### src/rtl/vc_biu_sync_fifo_lvl.sv
`default_nettype none
// ============================================================================
// Module   : vc_biu_sync_fifo_lvl
// Purpose  : Synchronous FIFO between the BIU write side and read side. Each
//            side has its own clock enable. The head word sits in a
//            registered output stage with active-low valid. The remaining
//            FIFO_DEPTH-1 words live in a circular store. The store depth
//            need not be a power of two.
//            Also provides an occupancy count, almost-full/almost-empty
//            levels, a synchronous flush, and sticky overflow/underflow flags.
// Ports    : core_clk, core_reset (sync, active-high)
//            wr_en/wr/wr_data          - push side
//            rd_en/rd                  - pop side, rd consumes rd_data
//            flush, err_clr            - control
//            rd_data, valid_n          - registered head word and valid
//            full, empty, count        - occupancy status
//            almost_full, almost_empty - level flags (registered)
//            overflow, underflow       - sticky error flags
// Revision : 1.0 - initial release
// ============================================================================
module vc_biu_sync_fifo_lvl #(
  parameter int DATA_WIDTH = 32,
  parameter int FIFO_DEPTH = 4,
  parameter int AF_LEVEL   = FIFO_DEPTH - 1,
  parameter int AE_LEVEL   = 1
) (
  input  logic                               core_clk,
  input  logic                               core_reset,
  input  logic                               wr_en,
  input  logic                               wr,
  input  logic [DATA_WIDTH-1:0]              wr_data,
  input  logic                               rd_en,
  input  logic                               rd,
  input  logic                               flush,
  input  logic                               err_clr,
  output logic [DATA_WIDTH-1:0]              rd_data,
  output logic                               valid_n,
  output logic                               full,
  output logic                               empty,
  output logic [$clog2(FIFO_DEPTH+1)-1:0]    count,
  output logic                               almost_full,
  output logic                               almost_empty,
  output logic                               overflow,
  output logic                               underflow
);

  localparam int CNT_W  = $clog2(FIFO_DEPTH + 1);
  localparam int SD     = FIFO_DEPTH - 1;             // store entries
  localparam int PTR_W  = (SD > 1) ? $clog2(SD) : 1;
  localparam int SCNT_W = $clog2(SD + 1);

  localparam logic [PTR_W-1:0]  PTR_LAST  = PTR_W'(SD - 1);
  localparam logic [SCNT_W-1:0] SCNT_FULL = SCNT_W'(SD);
  localparam logic [SCNT_W-1:0] SCNT_ONE  = SCNT_W'(1);
  localparam logic [CNT_W-1:0]  CNT_ONE   = CNT_W'(1);
  localparam logic [CNT_W-1:0]  AF_THR    = CNT_W'(AF_LEVEL);
  localparam logic [CNT_W-1:0]  AE_THR    = CNT_W'(AE_LEVEL);

  // Storage and state
  logic [DATA_WIDTH-1:0] mem_q [SD];
  logic [PTR_W-1:0]      wr_ptr_q, wr_ptr_d;
  logic [PTR_W-1:0]      rd_ptr_q, rd_ptr_d;
  logic [SCNT_W-1:0]     scnt_q, scnt_d;
  logic [CNT_W-1:0]      count_q, count_d;
  logic [DATA_WIDTH-1:0] rd_data_q, rd_data_d;
  logic                  valid_n_q, valid_n_d;
  logic                  full_q, empty_q, af_q, ae_q;
  logic                  ovf_q, ovf_d, unf_q, unf_d;

  // Handshake decode
  logic push_acc, pop_acc, ld, store_ne, st_pop, bypass, st_push;

  // Wrap explicitly because the store depth may not be a power of two.
  function automatic logic [PTR_W-1:0] ptr_inc(input logic [PTR_W-1:0] p);
    return (p == PTR_LAST) ? '0 : p + PTR_W'(1);
  endfunction

  always_comb begin
    push_acc = wr & wr_en & ~full_q & ~flush;
    pop_acc  = rd & rd_en & ~valid_n_q & ~flush;
    // The output stage reloads whenever it is empty or is being consumed.
    ld       = rd_en & (valid_n_q | pop_acc) & ~flush;
    store_ne = (scnt_q != '0);
    st_pop   = ld & store_ne;
    // An empty store lets an accepted push go straight to the output stage.
    bypass   = ld & ~store_ne & push_acc;
    st_push  = push_acc & ~bypass;
  end

  always_comb begin
    wr_ptr_d  = wr_ptr_q;
    rd_ptr_d  = rd_ptr_q;
    scnt_d    = scnt_q;
    count_d   = count_q;
    rd_data_d = rd_data_q;
    valid_n_d = valid_n_q;

    if (st_push) wr_ptr_d = ptr_inc(wr_ptr_q);
    if (st_pop)  rd_ptr_d = ptr_inc(rd_ptr_q);

    if (st_push && !st_pop)      scnt_d = scnt_q + SCNT_ONE;
    else if (st_pop && !st_push) scnt_d = scnt_q - SCNT_ONE;

    if (push_acc && !pop_acc)      count_d = count_q + CNT_ONE;
    else if (pop_acc && !push_acc) count_d = count_q - CNT_ONE;

    if (ld) begin
      if (store_ne) begin
        rd_data_d = mem_q[rd_ptr_q];
        valid_n_d = 1'b0;
      end else if (push_acc) begin
        rd_data_d = wr_data;
        valid_n_d = 1'b0;
      end else begin
        valid_n_d = 1'b1;
      end
    end

    // Flush clears occupancy but leaves rd_data and the error flags alone.
    if (flush) begin
      wr_ptr_d  = '0;
      rd_ptr_d  = '0;
      scnt_d    = '0;
      count_d   = '0;
      valid_n_d = 1'b1;
    end

    // A set event in the same cycle as err_clr takes priority.
    ovf_d = (wr & wr_en & full_q & ~flush)    | (ovf_q & ~err_clr);
    unf_d = (rd & rd_en & valid_n_q & ~flush) | (unf_q & ~err_clr);
  end

  // The store needs no reset; occupancy is tracked by scnt_q and the pointers.
  always_ff @(posedge core_clk) begin
    if (st_push) mem_q[wr_ptr_q] <= wr_data;
  end

  always_ff @(posedge core_clk) begin
    if (core_reset) begin
      wr_ptr_q  <= '0;
      rd_ptr_q  <= '0;
      scnt_q    <= '0;
      count_q   <= '0;
      rd_data_q <= '0;
      valid_n_q <= 1'b1;
      full_q    <= 1'b0;
      empty_q   <= 1'b1;
      af_q      <= 1'b0;
      ae_q      <= 1'b1;
      ovf_q     <= 1'b0;
      unf_q     <= 1'b0;
    end else begin
      wr_ptr_q  <= wr_ptr_d;
      rd_ptr_q  <= rd_ptr_d;
      scnt_q    <= scnt_d;
      count_q   <= count_d;
      rd_data_q <= rd_data_d;
      valid_n_q <= valid_n_d;
      full_q    <= (scnt_d == SCNT_FULL);
      empty_q   <= (count_d == '0);
      af_q      <= (count_d >= AF_THR);
      ae_q      <= (count_d <= AE_THR);
      ovf_q     <= ovf_d;
      unf_q     <= unf_d;
    end
  end

  assign rd_data      = rd_data_q;
  assign valid_n      = valid_n_q;
  assign full         = full_q;
  assign empty        = empty_q;
  assign count        = count_q;
  assign almost_full  = af_q;
  assign almost_empty = ae_q;
  assign overflow     = ovf_q;
  assign underflow    = unf_q;

endmodule
`default_nettype wire

### config.mk
export PLATFORM = sky130hd
export DESIGN_NAME = vc_biu_sync_fifo_lvl
export DESIGN_NICKNAME = d
export VERILOG_FILES = /design/src/rtl/vc_biu_sync_fifo_lvl.sv
export SDC_FILE = /design/constraint.sdc
export NUM_CORES = 1
export LEC_CHECK = 0
export CAP_MARGIN = 40
export CORE_MARGIN = 1
export CORE_UTILIZATION = 50
export DETAILED_ROUTE_END_ITERATION = 10
export GPL_TIMING_DRIVEN = 0
export PLACE_DENSITY = 0.82
export SETUP_SLACK_MARGIN = 0.02
export SYNTH_ARGS = -nofsm -noshare
export SYNTH_HDL_FRONTEND = slang
export SYNTH_SLANG_ARGS = --single-unit
export TNS_END_PERCENT = 30
### constraint.sdc
create_clock -name core_clk -period 5.59 [get_ports core_clk]
set_clock_uncertainty 0.15 [all_clocks]
set_input_delay 1.118 -clock core_clk [delete_from_list [all_inputs] [get_ports core_clk]]
set_output_delay 1.118 -clock core_clk [all_outputs]
set_load 0.05 [all_outputs]
==> summary.txt <==
Drt
  • DR vias/cell: 5.49
  • Iter 0 DRT Violations: 177
  • Detailed Routing Iterations Pass 1: 5
  • Antenna Nets Post-Route: 0
  • Vias post-DR: between 3000 and 4000
  • Number of remaining DRC errors: 0
  • Routed WL: 12300 um
  • Wire per inst: between 15 and 20 um

Power
  • Power density cells: roughly 360 nW/um2
  • Leakage: 0.00241 uW
  • Final Power: roughly 2700 uW
  • Peak supply drop: ~0.21 mV

Yosys
  • Cell variety after synth: 37
  • Syn Nets: 480
  • Ys async rst share: 0%
  • Synth Instances: 437
  • Post-synth EDFFs: between 90 and 100
  • Cell area after synthesis: 5730 um2
  • Seq/Total Area, Yosys: 67.7%
  • Mapped Avg Cell Area: 13.1 um2
  • Number of synthesized register bits: 146
  • Main flop type after synthesis: edfxtp_1
  • Synth Warn #: 0

Worst setup path
  • Worst-path fanout max: 10
  • Data arrival time of the critical path: 3730 ps
  • CP Data Required Time: 5560 ps
  • Critical path type: in -> reg
  • Flop2flop setup slack: between 2000 and 3000 ps
  • Worst setup SP type: input port
  • CP endpoint kind: flip-flop

Run status
  • Outcome: completed

STA
  • Worst hold-check slack: 346 ps
  • RSZ-0062 raised after global routing: false
  • Max Slew Vio Count: 0
  • Worst-margin pin slew: 835 ps
  • Max Fclk: approximately 270 MHz
  • Slew headroom: 44.1%
  • Endpoints failing setup: 0
  • Final Critical Period: between 3000 and 4000 ps
  • Hold Fails Final Rpt: 0
  • Period utilization: 67.2%

CTS
  • Clock transition at the registers of the reported paths: roughly 60 ps
  • CTS Buffer Depth: 2
  • H-Tree Depth: 4
  • CTS tree: yes
  • Clk sink count: about 150
  • Worst-Skew Late Latency: between 400 and 500 ps
  • Number of post-CTS setup repair buffers: 0
  • CTS Buf Count: 17
  • Root buffer cell: clkbuf_16
  • CTS Hold Bufs: 0
  • Post-CTS resize count: 0

Global route
  • Global-route wire length before repair: 19300 um
  • Global Route Usage Sum: 22.1%
  • Largest net degree at the start of global routing: 18
  • Initial antenna violation count: 0
  • GRT Residual Overflow: 0
  • Vias in the first global route: roughly 3900

Final layout
  • Nets: 586
  • Antenna diodes: 0
  • Most frequent cells in the layout: edfxtp_1 (96), clkdlybuf4s50_1 (80), mux2i_1 (64)
  • Proportion of layout cells with a drive suffix above 1: 8.99%
  • Core Util, Final: about two thirds
  • Area growth from synthesis to layout: 30.3%
  • Commonest non-fill, non-tap cell in the layout: edfxtp_1
  • Finished Cell Area: 7470 um2

Die
  • Row count: 38
  • Die Span X: about 110 um
  • Initial Util: 52.2%
  • Ports: 82
  • Die area: 11900 um2
  • Core Footprint: 11000 um2
  • Die H: 109 um

Place
  • GP Congestion: 0.745
  • Placed cell area: 6810 um2
  • PortBufs: 80
  • Hpwl dp: 8010 um

Hold path
  • Hold WC Path Type: reg -> reg

Run
  • Max capacitance violation total: 0
-- cells in the mapped netlist (2+ instances only) --
library cell   n  share of area [%]
a21oi_1        7               0.61
or3_1          2               0.22
ha_1           3               0.65
nor2_1        41                2.7
nor2b_1        3               0.33
nor3_1         3               0.26
o21ai_1        3               0.26
nand3b_1       2               0.26
nand2_1       39                2.6
mux2i_1       64                 11
nor4bb_1       2               0.35
edfxtp_1      96                 50
clkbuf_1      13               0.85
buf_2          6               0.52
dfxtp_1       50                 17
xnor2_1        3               0.46
o21ai_0       35                3.1
nor3b_1        3               0.39
and2_1         2               0.22
inv_1          5               0.33
buf_1          7               0.46
a211oi_1      33                4.3
-- registers in the layout, summed over array words and instances, names as in the netlist, named ones only --
register      flops
almost_empty      1
almost_full       1
count             3
empty             1
full              1
mem_q            96
overflow          1
rd_data          32
rd_ptr_q          2
scnt_q            2
underflow         1
valid_n           1
wr_ptr_q          2
-- worst max-delay path, cell delays in order --
cell,delay [ps]
clkdlybuf4s50_1,660
nor2b_1,100
o21ai_1,300
o21ai_1,240
nor3b_2,750
buf_4,340
buf_4,200
-- routing by layer --
metal  wire [um]  global-route usage (%)
met1        5080                    26.1
met2        6420                    38.4
met3         701                    6.28
met4          66                    7.34
met5           0                       0
-- final cells by class --
| cell class | count | area, um2 |
|---|---|---|
| Clock buffer | 18 | 439 |
| Timing Repair Buffer | 87 | 888 |
| Fill cell | 760 | 3510 |
| Buffer | 27 | 113 |
| Inverter | 6 | 22.5 |
| Sequential cell | 146 | 3880 |
| Tap cell | 140 | 175 |
| Clock inverter | 14 | 225 |
| Multi-Input combinational cell | 258 | 1730 |
-- where the power goes --
group	switching, uW	internal [uW]
registers	10.7	1170
clock network	446	813
logic	127	84.7
-- cells by family (layout without fill, tap and decap cells) --
family,Yosys count,after routing,share of synthesized area (%)
flops,146,146,67.7
simple gates,101,101,7.79
compound gates,84,84,9.32
mux,65,65,11.4
buf+inv,33,152,2.36
fa+ha+maj,4,4,0.829
xor+xnor,4,4,0.611
-- path summary, 6_finish.rpt --
kind                 end  startpoint  cells after the start
max reg2reg  mem_q[1][3]   scnt_q[1]                      7
min           rd_data[5]  rd_data[5]                      2
min reg2reg   rd_data[5]  rd_data[5]                      2
max          mem_q[1][3]       flush                      7
-- stage by stage --
| step | instances | TNS (ps) | setup slack (ps) |
|---|---|---|---|
| 6_report | 696 | 0 | 1830 |
| 5_1_grt | 696 | 0 | 1640 |
| 4_1_cts | 696 | 0 | 1800 |
| 3_5_place_dp | 664 | 0 | 1390 |
| 3_3_place_gp | 657 | -94950 | -1500 |
| 2_1_floorplan | 437 | 0 | 851 |
Note: power is estimated with default switching activity, not from simulation.
